### src/rtl/lsu_mc.sv
`default_nettype none
// ============================================================================
// Module      : lsu_mc
// Description : Multi-cycle load/store unit. Accepts one request at a time
//               over a valid/ready issue handshake, computes the effective
//               address, aligns store data / strobes onto the memory byte
//               lanes, issues a request/grant/response memory transaction,
//               extracts and extends load data, and returns the result (or an
//               alignment / width / access-fault exception) to writeback.
// Revision    : 1.0 - initial release
// ----------------------------------------------------------------------------
// Ports:
//   clk, rst_n                    clock, asynchronous active-low reset
//   req_valid_i / req_ready_o     issue handshake
//   req_ls_i, req_wdth_i,         load/store select, size (1/2/4/8 bytes),
//   req_signed_i                  sign-extend loads
//   req_base_i, req_off_i         base address and signed offset
//   req_st_dat_i, req_rd_i        right-aligned store data, load destination
//   mem_req_o / mem_gnt_i         memory request / grant
//   mem_we_o, mem_addr_o,         write enable, bus-aligned address,
//   mem_wdat_o, mem_wstrb_o       lane-shifted store data and byte strobes
//   mem_rvalid_i, mem_rdat_i      memory response and bus-aligned read data
//   rsp_valid_o / rsp_ready_i     writeback handshake
//   rsp_wen_o, rsp_rd_o,          register write enable, destination,
//   rsp_dat_o                     extended load data
//   rsp_exc_o, rsp_cause_o,       exception flag and cause (0 load misalign,
//   rsp_addr_o                    1 store misalign, 2 illegal width,
//                                 3 access fault), effective address
// Optional feature macro:
//   LSU_TIMEOUT_EN  - watchdog in REQ/WAIT; after TIMEOUT_CYCLES cycles the
//                     transaction is abandoned with cause 3.
// ============================================================================
module lsu_mc #(
  parameter int ADDR_WIDTH     = 32,
  parameter int DATA_WIDTH     = 64,
  parameter int OFF_WIDTH      = 12,
  parameter int RD_WIDTH       = 5,
  parameter int TIMEOUT_CYCLES = 255
) (
  input  logic                    clk,
  input  logic                    rst_n,
  input  logic                    req_valid_i,
  output logic                    req_ready_o,
  input  logic                    req_ls_i,
  input  logic [1:0]              req_wdth_i,
  input  logic                    req_signed_i,
  input  logic [ADDR_WIDTH-1:0]   req_base_i,
  input  logic [OFF_WIDTH-1:0]    req_off_i,
  input  logic [DATA_WIDTH-1:0]   req_st_dat_i,
  input  logic [RD_WIDTH-1:0]     req_rd_i,
  output logic                    mem_req_o,
  input  logic                    mem_gnt_i,
  output logic                    mem_we_o,
  output logic [ADDR_WIDTH-1:0]   mem_addr_o,
  output logic [DATA_WIDTH-1:0]   mem_wdat_o,
  output logic [DATA_WIDTH/8-1:0] mem_wstrb_o,
  input  logic                    mem_rvalid_i,
  input  logic [DATA_WIDTH-1:0]   mem_rdat_i,
  output logic                    rsp_valid_o,
  input  logic                    rsp_ready_i,
  output logic                    rsp_wen_o,
  output logic [RD_WIDTH-1:0]     rsp_rd_o,
  output logic [DATA_WIDTH-1:0]   rsp_dat_o,
  output logic                    rsp_exc_o,
  output logic [1:0]              rsp_cause_o,
  output logic [ADDR_WIDTH-1:0]   rsp_addr_o
);

  localparam int STRB_W = DATA_WIDTH / 8;
  localparam int LANE_W = $clog2(STRB_W);

  typedef enum logic [1:0] {
    S_IDLE = 2'd0,
    S_REQ  = 2'd1,
    S_WAIT = 2'd2,
    S_RESP = 2'd3
  } state_t;

  state_t state, state_nxt;

  // Registered request
  logic [ADDR_WIDTH-1:0] ea_q;
  logic                  ls_q;
  logic                  sgn_q;
  logic [1:0]            wdth_q;
  logic [DATA_WIDTH-1:0] st_dat_q;
  logic [RD_WIDTH-1:0]   rd_q;
  logic                  exc_q;
  logic [1:0]            cause_q;
  logic [DATA_WIDTH-1:0] rdat_q;

  // Combinational helpers
  logic [ADDR_WIDTH-1:0] ea_in;
  logic                  accept;
  logic [2:0]            align_mask;
  logic                  illegal_in;
  logic                  misalign_in;
  logic                  exc_in;
  logic [1:0]            cause_in;
  logic [LANE_W-1:0]     ea_low;
  logic [STRB_W-1:0]     size_mask;
  logic [DATA_WIDTH-1:0] ld_shift;
  logic [DATA_WIDTH-1:0] word_ext;
  logic [DATA_WIDTH-1:0] ld_ext;
  logic                  in_req;
  logic                  in_wait;
  logic                  in_resp;
  logic                  complete;
  logic                  timeout_hit;

  assign ea_in  = req_base_i + {{(ADDR_WIDTH-OFF_WIDTH){req_off_i[OFF_WIDTH-1]}}, req_off_i};
  assign accept = req_valid_i && (state == S_IDLE);

  always_comb begin
    align_mask = 3'b000;
    case (req_wdth_i)
      2'd0:    align_mask = 3'b000;
      2'd1:    align_mask = 3'b001;
      2'd2:    align_mask = 3'b011;
      default: align_mask = 3'b111;
    endcase
  end

  // An 8-byte access cannot be carried by a 32-bit bus.
  assign illegal_in  = (DATA_WIDTH == 32) && (req_wdth_i == 2'd3);
  assign misalign_in = |(ea_in[2:0] & align_mask);
  assign exc_in      = illegal_in || misalign_in;
  assign cause_in    = illegal_in  ? 2'd2 :
                       misalign_in ? (req_ls_i ? 2'd1 : 2'd0) : 2'd0;

  assign in_req   = (state == S_REQ);
  assign in_wait  = (state == S_WAIT);
  assign in_resp  = (state == S_RESP);
  assign complete = in_wait && mem_rvalid_i;

  assign ea_low = ea_q[LANE_W-1:0];

  always_comb begin
    size_mask = '0;
    case (wdth_q)
      2'd0:    size_mask = STRB_W'(8'h01);
      2'd1:    size_mask = STRB_W'(8'h03);
      2'd2:    size_mask = STRB_W'(8'h0F);
      default: size_mask = STRB_W'(8'hFF);
    endcase
  end

  // Load data: move the addressed lane down to bit 0, then extend.
  assign ld_shift = mem_rdat_i >> {ea_low, 3'b000};

  generate
    if (DATA_WIDTH > 32) begin : g_word_ext
      assign word_ext = {{(DATA_WIDTH-32){sgn_q & ld_shift[31]}}, ld_shift[31:0]};
    end else begin : g_word_full
      assign word_ext = ld_shift;
    end
  endgenerate

  always_comb begin
    ld_ext = ld_shift;
    case (wdth_q)
      2'd0:    ld_ext = {{(DATA_WIDTH-8){sgn_q & ld_shift[7]}},   ld_shift[7:0]};
      2'd1:    ld_ext = {{(DATA_WIDTH-16){sgn_q & ld_shift[15]}}, ld_shift[15:0]};
      2'd2:    ld_ext = word_ext;
      default: ld_ext = ld_shift;
    endcase
  end

`ifdef LSU_TIMEOUT_EN
  localparam int TO_W_RAW = $clog2(TIMEOUT_CYCLES + 1);
  localparam int TO_W     = (TO_W_RAW < 8) ? 8 : ((TO_W_RAW > 16) ? 16 : TO_W_RAW);

  logic [TO_W-1:0] to_cnt;

  // The counter holds the number of REQ/WAIT cycles already elapsed, so the
  // limit is reached during the cycle in which to_cnt == TIMEOUT_CYCLES-1.
  always_ff @(posedge clk or negedge rst_n) begin
    if (!rst_n) begin
      to_cnt <= '0;
    end else if (accept) begin
      to_cnt <= '0;
    end else if (in_req || in_wait) begin
      to_cnt <= to_cnt + 1'b1;
    end
  end

  assign timeout_hit = (in_req || in_wait) && (to_cnt == TO_W'(TIMEOUT_CYCLES - 1));
`else
  assign timeout_hit = 1'b0;
`endif

  // State register
  always_ff @(posedge clk or negedge rst_n) begin
    if (!rst_n) begin
      state <= S_IDLE;
    end else begin
      state <= state_nxt;
    end
  end

  // Next-state logic; a response in WAIT wins over a simultaneous timeout.
  always_comb begin
    state_nxt = state;
    case (state)
      S_IDLE: if (accept) state_nxt = exc_in ? S_RESP : S_REQ;
      S_REQ: begin
        if (timeout_hit)    state_nxt = S_RESP;
        else if (mem_gnt_i) state_nxt = S_WAIT;
      end
      S_WAIT: if (mem_rvalid_i || timeout_hit) state_nxt = S_RESP;
      default: if (rsp_ready_i) state_nxt = S_IDLE;
    endcase
  end

  // Request capture and result registers
  always_ff @(posedge clk or negedge rst_n) begin
    if (!rst_n) begin
      ea_q     <= '0;
      ls_q     <= 1'b0;
      sgn_q    <= 1'b0;
      wdth_q   <= 2'd0;
      st_dat_q <= '0;
      rd_q     <= '0;
      exc_q    <= 1'b0;
      cause_q  <= 2'd0;
      rdat_q   <= '0;
    end else if (accept) begin
      ea_q     <= ea_in;
      ls_q     <= req_ls_i;
      sgn_q    <= req_signed_i;
      wdth_q   <= req_wdth_i;
      st_dat_q <= req_st_dat_i;
      rd_q     <= req_rd_i;
      exc_q    <= exc_in;
      cause_q  <= cause_in;
      rdat_q   <= '0;
    end else if (complete) begin
      // rdat_q stays zero for stores, so rsp_dat_o needs no extra gating.
      if (!ls_q) rdat_q <= ld_ext;
    end else if (timeout_hit) begin
      exc_q   <= 1'b1;
      cause_q <= 2'd3;
    end
  end

  // Outputs are gated by state so every output is zero outside its phase,
  // which also gives the required all-zero values immediately on reset.
  assign req_ready_o = (state == S_IDLE);

  assign mem_req_o   = in_req;
  assign mem_we_o    = in_req && ls_q;
  assign mem_addr_o  = in_req ? {ea_q[ADDR_WIDTH-1:LANE_W], {LANE_W{1'b0}}} : '0;
  assign mem_wdat_o  = (in_req && ls_q) ? (st_dat_q << {ea_low, 3'b000}) : '0;
  assign mem_wstrb_o = (in_req && ls_q) ? (size_mask << ea_low) : '0;

  assign rsp_valid_o = in_resp;
  assign rsp_wen_o   = in_resp && !ls_q && !exc_q;
  assign rsp_rd_o    = in_resp ? rd_q : '0;
  assign rsp_dat_o   = (in_resp && !exc_q) ? rdat_q : '0;
  assign rsp_exc_o   = in_resp && exc_q;
  assign rsp_cause_o = (in_resp && exc_q) ? cause_q : 2'd0;
  assign rsp_addr_o  = in_resp ? ea_q : '0;

endmodule
`default_nettype wire

### config.mk
export PLATFORM = sky130hd
export DESIGN_NAME = lsu_mc
export DESIGN_NICKNAME = d
export VERILOG_FILES = /design/src/rtl/lsu_mc.sv
export SDC_FILE = /design/constraint.sdc
export NUM_CORES = 1
export LEC_CHECK = 0
export CORE_ASPECT_RATIO = 1.4
export CORE_MARGIN = 2
export CORE_UTILIZATION = 25
export CTS_CLUSTER_SIZE = 25
export DETAILED_ROUTE_END_ITERATION = 8
export GPL_ROUTABILITY_DRIVEN = 0
export PLACE_DENSITY = 0.5
export RECOVER_POWER = 25
export SETUP_SLACK_MARGIN = 0.5
export SLEW_MARGIN = 20
export SYNTH_ARGS = -nofsm -noshare
export SYNTH_HDL_FRONTEND = slang
export SYNTH_SLANG_ARGS = --single-unit
export TNS_END_PERCENT = 10
### constraint.sdc
create_clock -name clk -period 4.93 [get_ports clk]
set_clock_uncertainty 0.2 [all_clocks]
set_input_delay 0.986 -clock clk [delete_from_list [all_inputs] [get_ports clk]]
set_output_delay 0.986 -clock clk [all_outputs]
set_load 0.01 [all_outputs]
# After elaboration in Yosys (flattened, before gate mapping)
# Index checks and enable logic that the tools add are counted.
[word_totals] input_bits=187 ff_bits=174
[op_classes] n_reduce_logical=17 n_mux=21 n_addsub=1 bitwise_logic=4 eq_ne=11 shift=3
[ops] op="64-bit 2-to-1 mux" n=5
[ops] op="64-bit case mux with 3 select lines" n=1
[ops] op="32-bit 2-to-1 mux" n=2
[ops] op="64-bit by 6-bit left shift with 64-bit output" n=1
[ops] op="64-bit by 6-bit right shift with 64-bit output" n=1
[ops] op="32-bit adder" n=1
[ops] op="8-bit case mux with 3 select lines" n=1
[ops] op="2-bit 2-to-1 mux" n=6
[ops] op="3-bit case mux with 3 select lines" n=1
[ops] op="2-bit equality test, second input constant" n=4
[ops] op="8-bit 2-to-1 mux" n=1
[ops] op="8-bit by 3-bit left shift with 8-bit output" n=1
[ops] op="1-bit logical AND" n=7
[ops] op="2-bit by 1-bit equality test with 1-bit output, second input constant" n=3
[ops] op="2-bit zero test" n=3
[ops] op="2-bit case mux with 3 select lines" n=1
[ops] op="5-bit 2-to-1 mux" n=1
[ops] op="2-bit by 1-bit != test with 1-bit output, second input constant" n=2
[ops] op="2-bit != test, second input constant" n=2
[ops] op="4-bit AND reduction" n=1
[ops] op="4-bit nonzero test" n=1
[ops] op="1-bit bitwise AND" n=3
[ops] op="3-bit bitwise AND" n=1
[ops] op="3-bit OR reduction" n=1
[ops] op="4 further kinds" n=6

# Longest topological paths before layout
# Gate-level depths: netlist of the first run.
[depth] depth_word=7 depth_mapped=9 depth_no_buf=9

# Least setup slack after synthesis of the first run
# Ideal clock, no wire load.
[synth_timing] path_kind="input-to-reg" start="input req_base_i[0]" end="register ea_q[26]" path_stages=9 setup_ns=0.132 path_slack_ns=1.560 t_arrival_ns=3.038 t_required_ns=4.598 path_cell_list="ha_1 fa_1 a21o_1 a311oi_2 o31ai_1 a41o_1 a211o_1 xnor2_1 o21ai_1"
[synth_between] elab_chain_cells=1
[synth_lines] item="from (decl)" line_no="47" rtl="input logic [ADDR_WIDTH-1:0] req_base_i,"
[synth_lines] item="32-bit adder" line_no="111" rtl="assign ea_in = req_base_i + {{(ADDR_WIDTH-OFF_WIDTH){req_off_i[OFF_WIDTH-1]}}, req_off_i};"
[synth_lines] item="to (signal assigned)" line_no="228" rtl="ea_q <= ea_in;"
[synth_lines] item="to (decl)" line_no="82" rtl="logic [ADDR_WIDTH-1:0] ea_q;"
# Every way passes these cells.
# A chain may end at the register's enable or synchronous reset.

# Worst setup path in the final report of the first run
[layout_timing] start="register ea_q[2]" end="output mem_wdat_o[47]"
[layout_between] elab_chain_cells=2
[layout_lines] item="64-bit by 6-bit left shift with 64-bit output" line_no="253" rtl="assign mem_wdat_o = (in_req && ls_q) ? (st_dat_q << {ea_low, 3'b000}) : '0;"
[layout_lines] item="64-bit 2-to-1 mux" line_no="253"
[layout_lines] item="to (decl)" line_no="55" rtl="output logic [DATA_WIDTH-1:0] mem_wdat_o,"
# Every way passes these cells.

==> qor.csv, run 1 <==
stage;metric;value;unit
clock_network;cts_num_sinks;173;
finish;stdcell_count;2654;
pwr;p_leak;7.66;nW
pwr;p_sw;4.46;mW
placement;dp.final_hpwl;42300;µm
hold_path;min_from;cause_q[0]$_DFFE_PN0P_;
hold_path;holdPathEnd;cause_q[0]$_DFFE_PN0P_;
synth;ys_types;62;
setup_path;crit_path_max_fanout;21;
synth;async_reset_ff_frac;1.00;
floorplanning;initial_core_util;0.252;
clock_network;cts_buffers;17;
floorplanning;die_w;197;µm
routing;drt_iter0_markers;610;
synth;synth_edf_count;0;
status;status;finished with violations;
job;cap_viol_max_count;1;
setup_path;rr_endpoint;rdat_q[51]$_DFFE_PN0P_;
setup_path;slowest_delay;0.73;ns
pwr;comb_power_share;0.567;
clock_network;htreeDepth;4;
timing;finalHoldViolations;0;
synth;synth_warnings;0;
status;violations;max-capacitance violations, max-slew violations;
setup_path;reg2reg_from;ea_q[1]$_DFFE_PN0P_;
global_routing;grt_overflow;0;
synth;synth_area_leaders;dfrtp_1 (33%), nand2_1 (11%), mux2i_1 (7.0%);
setup_path;startpoint_type;flip-flop;
synth;synth_compound_area_frac;0.194;
routing;drt_wl_total;55900;µm
synth;synth_seq_cells;173;
pwr;p_int;5.07;mW
setup_path;cpMostUsedCell;nor2_1;
global_routing;grtUsageTotal;0.204;
clock_network;cts_tree;yes;
setup_path;worstPathRequired;3.74;ns
global_routing;antenna_found_initial;10;
placement;io_buffers;395;
setup_path;path_class;reg -> out;
finish;syn2layout_area_growth;39.2;%
pwr;p_sw_frac;0.468;
synth;synth.avg_cell_area;7.88;µm²
floorplanning;die_area;54200;µm²
timing;setup_violations;0;
clock_network;cts_buffer_depth;2;
setup_path;crit_chain;nand2b_1 > nor2_1 > a21oi_1 > nor2_1 > clkdlybuf4s50_1;
synth;yosys.area_share.simple;0.249;
finish;n_fill_cell;5466;
synth;synthMuxAreaShare;0.126;
synth;synthXorXnorAreaFrac;0.0161;
routing;via_per_inst;4.96;
setup_path;r2r_slack;1.46;ns
routing;drc;0;
timing;rsz0062_at_grt;false;
pwr;powerDensity;523;nW/µm²
pwr;seqPwrFrac;0.281;
routing;firstDrtPassIters;6;
timing;worstMarginPinSlew;2.68;ns
timing;period_minus_slack;4.18;ns
floorplanning;rows;99;
setup_path;crit_path_top_delay_cell;nand2b_1;
clock_network;worstSkewPairLatency;0.45;ns
setup_path;r2r_cells;8;
clock_network;postCtsSetupBuffers;0;
synth;synth_top_area_share;0.331;
setup_path;arrival;2.99;ns
global_routing;grt_max_degree;94;
synth;synth-adder-area-share;0.0350;
finish;layout-drive-gt1-share;0.0704;
timing;fmax;0.239;GHz
hold_path;worstHoldPathType;reg -> reg;
routing;antenna_left;0;
floorplanning;fp.coreArea;51900;µm²
placement;dp_cells;2612;
synth;synth_top_family_by_area;simple AND/OR/NAND/NOR gates;
synth;yosysSeqAreaShare;0.331;
synth;syn_inst;1660;
synth;synth-main-ff-cell;dfrtp_1;
routing;vias;13160;
clock_network;clockRootBuffer;clkbuf_16;
synth;netlist_area;13100;µm²
synth;synth_top_area_cell;dfrtp_1;
floorplanning;io_pins;400;
pwr;ir_worst_vdd;282;µV
timing;fin_crit_sh;0.848;
pwr;p_clk_frac;0.152;
timing;slew_headroom;-0.785;
setup_path;crit_path_end_kind;output pin;
global_routing;grt_pass1_vias;13416;
hold_path;min_path_cells;2;
routing;routedWlPerCell;21.1;µm
finish;layout.nets;2198;
clock_network;clk_pin_slew;0.08;ns
floorplanning;die_y;275;µm
timing;final_max_slew_viol_count;94;
timing;tns;0;ns
global_routing;grt_pass1_wl;84100;µm
how the worst max path moves through the flow:
stage                              from                endpoint  slack (ns)  depth (start not counted)
global route                      rst_n  rdat_q[42]$_DFFE_PN0P_        0.40                          2
finish              ea_q[2]$_DFFE_PN0P_          mem_wdat_o[47]        0.75                          5
detailed placement        req_off_i[11]    ea_q[29]$_DFFE_PN0P_        0.68                          8
CTS                 ea_q[1]$_DFFE_PN0P_          mem_wdat_o[48]        0.60                          7
global placement          req_off_i[11]    ea_q[29]$_DFFE_PN0P_        0.78                          9
floorplan                 req_base_i[0]    ea_q[26]$_DFFE_PN0P_        1.56                          9
per-stage QoR:
step	area, µm²	hold slack (ns)	setup WS (ns)	util	total power, mW
after floorplan	13100	0.232	1.56	-	5.95
after global placement	17600	0.252	0.778	0.339	8.06
after detailed placement	17600	0.261	0.678	0.339	8.13
after CTS	18200	0.280	0.597	0.351	9.63
after global routing	18200	0.305	0.401	0.351	10.3
final	18200	0.273	0.750	0.351	9.52
cell families (layout without fill, tap and decap cells):
| logic type | count (synthesis) | in the layout |
|---|---|---|
| and+or+nand+nor | 726 | 726 |
| AOI/OAI and AO/OA | 406 | 406 |
| other | 1 | 14 |
| adders and majority gates | 36 | 36 |
| buffers and inverters | 153 | 478 |
| xor gates and xnor gates | 24 | 24 |
| muxes | 141 | 141 |
| DFF | 173 | 173 |
area by class of cell:
| cell class | count | area [µm²] | area share |
|---|---|---|---|
| Inverter | 21 | 78.8 | 0.00433 |
| Sequential cell | 173 | 4340 | 0.238 |
| Tap cell | 656 | 821 | 0.0451 |
| Clock buffer | 17 | 425 | 0.0234 |
| Clock inverter | 15 | 181 | 0.00996 |
| Multi-Input combinational cell | 1337 | 8150 | 0.448 |
| Antenna cell | 10 | 25.0 | 0.00137 |
| Timing Repair Buffer | 425 | 4190 | 0.230 |
cell usage after synthesis, types with 12 or more instances:
master / instances
nor2_1: 117
dfrtp_1: 173
ha_1: 35
o21ai_1: 14
nand2_1: 389
a211oi_1: 30
mux2i_1: 91
o21ai_0: 125
a21o_1: 17
a21oi_1: 115
xor2_1: 13
buf_2: 25
and2_1: 144
mux4_2: 15
o211ai_1: 12
o21a_1: 23
inv_1: 20
nor2b_1: 28
clkbuf_1: 89
mux2_2: 35
a22o_1: 15
layer usage:
layer,wire length [µm],GRT usage,up-vias
met3,2430,0.0270,74
met1,23100,0.247,6357
met2,28600,0.364,409
met5,0,0,-
met4,1810,0.0845,0
li1,-,-,6320
cell usage in the layout, fill, tap and decap left out, drive strengths merged, types with 5 or more instances in the layout:
cell           instances
o21bai                 5
o221a                  9
diode                 10
nand2                389
ha                    35
mux2i                 91
nand3                 11
a21oi                115
nor2                 117
clkdlybuf4s50        394
nor3                  12
and3                   7
buf                   28
a22o                  15
o21a                  23
o211ai                12
o21ai                139
nand4                  8
mux4                  15
a21o                  17
mux2                  35
clkbuf                20
o22ai                  7
nor2b                 28
inv                   27
and2                 144
dfrtp                173
xor2                  13
a211oi                32
xnor2                 11
clkinv                 6
what timing repair did:
action / in CTS / in global routing
hold buffers: 0 / 0
endpoints found under the setup margin: 0 / 1
endpoints found under the hold margin: 0 / 0
resized for setup: 0 / 1
power groups by stage:
stage	registers (mW)	clock network, mW	logic [mW]
6_report	2.68	1.45	5.40
5_1_grt	2.77	1.56	5.94
4_1_cts	2.68	1.51	5.45
3_5_place_dp	2.70	0	5.42
3_3_place_gp	2.68	0	5.38
2_1_floorplan	2.36	0	3.60
critical path: cells and delay by family (launching register included):
| family | cells | cell delay [ns] |
|---|---|---|
| buffers and inverters | 1 | 0.57 |
| AOI/OAI and AO/OA | 1 | 0.07 |
| and+or+nand+nor | 3 | 1.22 |
| DFF | 1 | 0.68 |
state kept, by name, summed over array words and instances, names as in the netlist:
name / count
cause_q: 1
ea_q: 32
exc_q: 1
ls_q: 1
rd_q: 5
rdat_q: 64
sgn_q: 1
st_dat_q: 64
state: 2
wdth_q: 2
Power figures use the tool's default switching activity.
==> inputs of run 2 (changes only) <==
Clock period 4.93 ns to 4.3 ns, I/O delays scaled along.
==> run 2 against run 1 <==
Net effect:
- the flow still finishes with violations (max-capacitance violations, max-slew violations)
- final area is 0.84% higher
- global-route usage is 0.062 points higher
- total power is 16% higher
- sequential share of layout area is 0.20 points lower
- sequential power is 14% higher
- first-iteration DRC count is 39% higher
- setup slack worse by 0.25 ns
==> qor.csv, run 2 (synthesis results as in run 1) <==
stage;metric;value;unit;change
status;status;finished with violations;;unchanged
status;violations;max-capacitance violations, max-slew violations;;unchanged
clock_network;hold_buffers;0;;unchanged
floorplanning;die_w;197;µm;unchanged
clock_network;htreeDepth;4;;unchanged
pwr;powerDensity;603;nW/µm²;was 523 nW/µm²
setup_path;arrival;2.74;ns;was 2.99 ns
floorplanning;die_y;275;µm;unchanged
finish;layout-drive-gt1-share;0.0767;;was 0.0704
clock_network;worstSkewPairLatency;0.46;ns;was 0.45 ns
clock_network;cts_num_sinks;173;;unchanged
clock_network;clockRootBuffer;clkbuf_16;;unchanged
routing;firstDrtPassIters;5;;was 6
clock_network;clk_pin_slew;0.07;ns;was 0.08 ns
setup_path;r2r_slack;1.05;ns;was 1.46 ns
timing;slew_headroom;-0.623;;was -0.785
setup_path;path_class;reg -> out;;unchanged
floorplanning;initial_core_util;0.252;;unchanged
routing;drc;0;;unchanged
setup_path;crit_path_end_kind;output pin;;unchanged
routing;routed-wl-met3;2760;µm;was 2430 µm
pwr;p_clk_frac;0.147;;was 0.152
timing;rsz0062_at_grt;true;;was false
global_routing;grt_pass1_wl;84000;µm;was 84100 µm
routing;via_per_inst;5.03;;was 4.96
placement;dp.final_hpwl;42400;µm;was 42300 µm
pwr;p_sw;5.17;mW;was 4.46 mW
pwr;comb_power_share;0.578;;was 0.567
setup_path;startpoint_type;flip-flop;;unchanged
clock_network;cts_buffers;17;;unchanged
pwr;p_int;5.92;mW;was 5.07 mW
pwr;p_sw_frac;0.466;;was 0.468
clock_network;cts_tree;yes;;unchanged
placement;io_buffers;395;;unchanged
setup_path;startpoint;state[1]$_DFFE_PN0P_;;was ea_q[2]$_DFFE_PN0P_
finish;largestRegisters;rdat_q: 64 flops, st_dat_q: 64 flops, ea_q: 32 flops;;unchanged
global_routing;antenna_found_initial;7;;was 10
finish;final_cell_mix;clkdlybuf4s50_1 (392), nand2_1 (387), dfrtp_1 (170);;was clkdlybuf4s50_1 (394), nand2_1 (388), dfrtp_1 (170)
clock_network;cts_buffer_depth;2;;unchanged
timing;setup_violations;0;;unchanged
finish;syn2layout_area_growth;40.4;%;was 39.2%
setup_path;worstPathRequired;3.24;ns;was 3.74 ns
routing;dr_wl_met2;28500;µm;was 28600 µm
timing;worstMarginPinSlew;2.43;ns;was 2.68 ns
routing;routedWlPerCell;21.4;µm;was 21.1 µm
routing;top_layer;met4;;unchanged
routing;antenna_left;0;;unchanged
pwr;p_leak;7.77;nW;was 7.66 nW
timing;fmax;0.263;GHz;
hold_path;min_path_cells;2;;unchanged
pwr;seqPwrFrac;0.276;;was 0.281
timing;finalHoldViolations;0;;unchanged
pwr;ir_worst_vdd;341;µV;was 282 µV
floorplanning;rows;99;;unchanged
timing;fin_crit_sh;0.885;;
global_routing;grt_max_degree;88;;was 94
timing;final_max_slew_viol_count;87;;was 94
setup_path;crit_end;mem_wdat_o[15];;was mem_wdat_o[47]
setup_path;rr_endpoint;rdat_q[21]$_DFFE_PN0P_;;was rdat_q[51]$_DFFE_PN0P_
job;cap_viol_max_count;1;;unchanged
global_routing;grt_pass1_vias;13516;;was 13.4k
finish;final_common_cell;clkdlybuf4s50_1;;unchanged
timing;period_minus_slack;3.80;ns;
setup_path;r2r_cells;7;;was 8
routing;drt_wl_total;57000;µm;was 55900 µm
setup_path;crit_path_max_fanout;30;;was 21
setup_path;reg2reg_from;ea_q[0]$_DFFE_PN0P_;;was ea_q[1]$_DFFE_PN0P_
floorplanning;io_pins;400;;unchanged
finish;post-route-util;0.354;;was 0.351
routing;drt_iter0_markers;848;;was 610
floorplanning;fp.coreArea;51900;µm²;unchanged
routing;vias;13366;;was 13.2k
floorplanning;die_area;54200;µm²;unchanged
timing;tns;0;ns;unchanged
global_routing;grt_overflow;0;;unchanged
hold_path;worstHoldPathType;reg -> reg;;unchanged
finish;layout.nets;2205;;was 2198
global_routing;grtUsageTotal;0.205;;was 0.204
routing;met1_length;23400;µm;was 23100 µm
[run 2: layout make-up]
cell class                      count  area (µm²)
Multi-Input combinational cell   1338        8190
Sequential cell                   173        4340
Inverter                           21        78.8
Fill cell                        5396       33500
Tap cell                          656         821
Clock buffer                       18         439
Clock inverter                     14         148
Antenna cell                        7        17.5
Timing Repair Buffer              431        4340
[run 2: power by group through the flow]
stage | clock [mW] | combinational [mW] | sequential, mW
2_1_floorplan | 0 | 4.13 | 2.70
5_1_grt | 1.74 | 7.03 | 3.16
3_3_place_gp | 0 | 6.26 | 3.03
3_5_place_dp | 0 | 6.29 | 3.06
4_1_cts | 1.69 | 6.36 | 3.04
6_report | 1.62 | 6.40 | 3.06
[run 2: worst min path at each step]
stage	start	to
finish	rd_q[3]$_DFFE_PN0P_	rd_q[3]$_DFFE_PN0P_
global route	rd_q[3]$_DFFE_PN0P_	rd_q[3]$_DFFE_PN0P_
CTS	rst_n	rdat_q[57]$_DFFE_PN0P_
detailed placement	rd_q[3]$_DFFE_PN0P_	rd_q[3]$_DFFE_PN0P_
global placement	rd_q[3]$_DFFE_PN0P_	rd_q[3]$_DFFE_PN0P_
floorplan	cause_q[0]$_DFFE_PN0P_	cause_q[0]$_DFFE_PN0P_
[run 2: critical path, stage by stage, from the launching register on]
cell             delay [ns]
dfrtp_1                0.40
inv_1                  0.12
ha_1                   0.17
nand2_1                0.11
buf_6                  0.22
or3_4                  0.47
nor2_2                 0.20
clkdlybuf4s50_1        0.57
[run 2: repair_timing]
item,in CTS,in global routing
buffers inserted,0,1
endpoints found under the setup margin,56,63
gates resized for setup,13,3
cloned,1,2
pin swaps,1,0
[run 2: routing by layer]
layer | vias to the layer above | GRT usage
met4 | 0 | 0.0983
met5 | - | 0
met1 | 6484 | 0.243
li1 | 6333 | -
met2 | 458 | 0.359
met3 | 91 | 0.0332
[run 2: per-stage QoR]
step	instance area, µm²	instances	power (mW)	hold slack (ns)	setup WS, ns
after floorplan	13100	1663	6.83	0.232	1.06
after global placement	17700	2615	9.29	0.253	0.300
after detailed placement	17700	2615	9.35	0.256	0.259
after CTS	18300	2648	11.1	0.266	0.447
after global routing	18400	2658	11.9	0.286	0.373
final	18400	2658	11.1	0.270	0.495
==> inputs of run 3 (changes only) <==
Settings changed: CORE_MARGIN 2 to 4.
==> run 3 against run 2 <==
Net effect:
- the flow still finishes with violations (max-capacitance violations, max-slew violations)
- clock power about the same
- combinational power up 1%
- highest routed layer is now met5
- maximum frequency down 0.37%
- utilization up 0.39 points
- largest power group unchanged
- setup slack worse by 0.014 ns
- largest cell class unchanged
- critical path type unchanged
==> qor.csv, run 3 (synthesis results as in run 1) <==
stage;metric;value;unit;change
status;violations;max-capacitance violations, max-slew violations;;unchanged
floorplanning;rows;98;;was 99
global_routing;grt_overflow;0;;unchanged
setup_path;path_class;reg -> out;;unchanged
job;cap_viol_max_count;1;;unchanged
floorplanning;die_w;201;µm;was 197 µm
placement;dp.final_hpwl;43600;µm;was 42400 µm
setup_path;crit_path_end_kind;output pin;;unchanged
timing;period_minus_slack;3.82;ns;was 3.80 ns
setup_path;rr_endpoint;rdat_q[20]$_DFFE_PN0P_;;was rdat_q[21]$_DFFE_PN0P_
global_routing;grt_pass1_wl;86100;µm;was 84000 µm
clock_network;htreeDepth;4;;unchanged
setup_path;r2r_cells;8;;was 7
setup_path;crit_path_max_fanout;27;;was 30
pwr;powerDensity;606;nW/µm²;was 603 nW/µm²
floorplanning;initial_core_util;0.254;;was 0.252
finish;final_cell_mix;clkdlybuf4s50_1 (388), nand2_1 (387), dfrtp_1 (170);;was clkdlybuf4s50_1 (392), nand2_1 (387), dfrtp_1 (170)
pwr;ir_worst_vdd;300;µV;was 341 µV
setup_path;startpoint;state[1]$_DFFE_PN0P_;;unchanged
finish;layout.nets;2221;;was 2205
global_routing;grt_pass1_vias;13445;;was 13.5k
routing;firstDrtPassIters;5;;unchanged
setup_path;r2r_slack;0.71;ns;was 1.05 ns
timing;fmax;0.262;GHz;was 0.263 GHz
placement;dpl_worst_slack;0.204;ns;was 0.259 ns
floorplanning;io_pins;400;;unchanged
timing;tns;0;ns;unchanged
global_routing;grt_max_degree;89;;was 88
routing;drt_iter0_markers;745;;was 848
timing;slew_headroom;-0.636;;was -0.623
hold_path;worstHoldPathType;reg -> reg;;unchanged
timing;rsz0062_at_grt;true;;unchanged
timing;finalHoldViolations;0;;unchanged
clock_network;cts_num_sinks;173;;unchanged
floorplanning;die_y;279;µm;was 275 µm
timing;setup_violations;0;;unchanged
clock_network;hold_buffers;0;;unchanged
setup_path;arrival;2.76;ns;was 2.74 ns
routing;via_per_inst;4.97;;was 5.03
floorplanning;fp.coreArea;51500;µm²;was 51900 µm²
clock_network;cts_tree;yes;;unchanged
global_routing;grtUsageTotal;0.197;;was 0.205
clock_network;worstSkewPairLatency;0.46;ns;about the same
routing;routedWlPerCell;21.6;µm;was 21.4 µm
global_routing;antenna_found_initial;7;;unchanged
finish;final_common_cell;clkdlybuf4s50_1;;unchanged
timing;final_max_slew_viol_count;89;;was 87
clock_network;cts_buffer_depth;2;;unchanged
finish;layout-drive-gt1-share;0.0860;;was 0.0767
routing;drc;0;;unchanged
setup_path;startpoint_type;flip-flop;;unchanged
clock_network;clk_pin_slew;0.08;ns;was 0.07 ns
setup_path;reg2reg_from;ea_q[1]$_DFFE_PN0P_;;was ea_q[0]$_DFFE_PN0P_
setup_path;worstPathRequired;3.24;ns;about the same
timing;fin_ws;0.481;ns;was 0.495 ns
placement;io_buffers;395;;unchanged
routing;drt_wl_total;57700;µm;was 57000 µm
finish;n_fill_cell;5337;;was 5396
timing;fin_crit_sh;0.888;;was 0.885
clock_network;clockRootBuffer;clkbuf_16;;unchanged
finish;largestRegisters;rdat_q: 64 flops, st_dat_q: 64 flops, ea_q: 32 flops;;unchanged
routing;vias;13248;;was 13.4k
timing;timing.hold.ws;0.268;ns;was 0.270 ns
routing;antenna_left;0;;unchanged
setup_path;crit_end;mem_wdat_o[9];;was mem_wdat_o[15]
timing;worstMarginPinSlew;2.45;ns;was 2.43 ns
clock_network;cts_buffers;17;;unchanged
floorplanning;die_area;56100;µm²;was 54200 µm²
status;status;finished with violations;;unchanged
finish;syn2layout_area_growth;40.8;%;was 40.4%
pwr;p_leak;7.85;nW;was 7.77 nW
run 3: changes by cell type in the layout (fill, tap and decap cells not counted), sizes merged, moves of 2 or more:
| cell | previous run | this run |
|---|---|---|
| buf | 33 | 54 |
| clkdlybuf4s50 | 392 | 388 |
| clkbuf | 22 | 20 |
| clkinv | 4 | 6 |
run 3: critical path, cell delays in order (launching register included):
cell and delay [ns]:
dfrtp_1 0.40, inv_1 0.10, ha_1 0.17, nand2_1 0.15, buf_6 0.24, or3_4 0.45
nor2_1 0.15, clkdlybuf4s50_1 0.63
run 3: per-stage QoR:
step	utilization	area, µm²	std cells	power (mW)
after floorplan	-	13100	1663	6.83
after global placement	0.343	17600	2617	9.33
after detailed placement	0.343	17600	2617	9.39
after CTS	0.356	18400	2654	11.2
after global routing	0.358	18400	2667	12.0
final	0.358	18400	2667	11.2
run 3: how the worst min path moves through the flow:
stage                                      start                endpoint  slack [ns]  cells after the start
after floorplan           cause_q[0]$_DFFE_PN0P_  cause_q[0]$_DFFE_PN0P_        0.23                      2
after global placement       rd_q[2]$_DFFE_PN0P_     rd_q[2]$_DFFE_PN0P_        0.25                      2
after detailed placement     rd_q[2]$_DFFE_PN0P_     rd_q[2]$_DFFE_PN0P_        0.25                      2
after CTS                    rd_q[2]$_DFFE_PN0P_     rd_q[2]$_DFFE_PN0P_        0.28                      2
after global routing         rd_q[2]$_DFFE_PN0P_     rd_q[2]$_DFFE_PN0P_        0.29                      2
final                        rd_q[2]$_DFFE_PN0P_     rd_q[2]$_DFFE_PN0P_        0.27                      2
run 3: timing repair:
action | 4_1_cts | 5_1_grt
setup endpoints to repair | 65 | 62
hold endpoints to repair | 0 | 0
gates cloned | 1 | 0
gates resized for setup | 12 | 6
buffers inserted | 4 | 7
run 3: power breakdown:
group	leakage (nW)	switching, mW	internal [mW]
clock network	0.296	0.812	0.833
registers	2.21	0.705	2.34
logic	5.34	3.69	2.78
total	7.85	5.21	5.96
run 3: layout make-up:
class,instances,area (µm²),share of cell area
antenna,6,15.0,0.000815
clock buffer,17,425,0.0231
clock inverter,15,174,0.00944
inverter,21,78.8,0.00428
multi-input combinational,1337,8180,0.444
sequential,173,4340,0.235
tap,650,813,0.0441
timing repair buffer,448,4400,0.239
run 3: routing by layer:
layer | share of wire | wire length [µm] | track usage
met4 | 0.038 | 2170 | 0.0852
met5 | 0.00023 | 13 | 0
met3 | 0.045 | 2610 | 0.0345
met2 | 0.50 | 29100 | 0.347
met1 | 0.41 | 23800 | 0.237
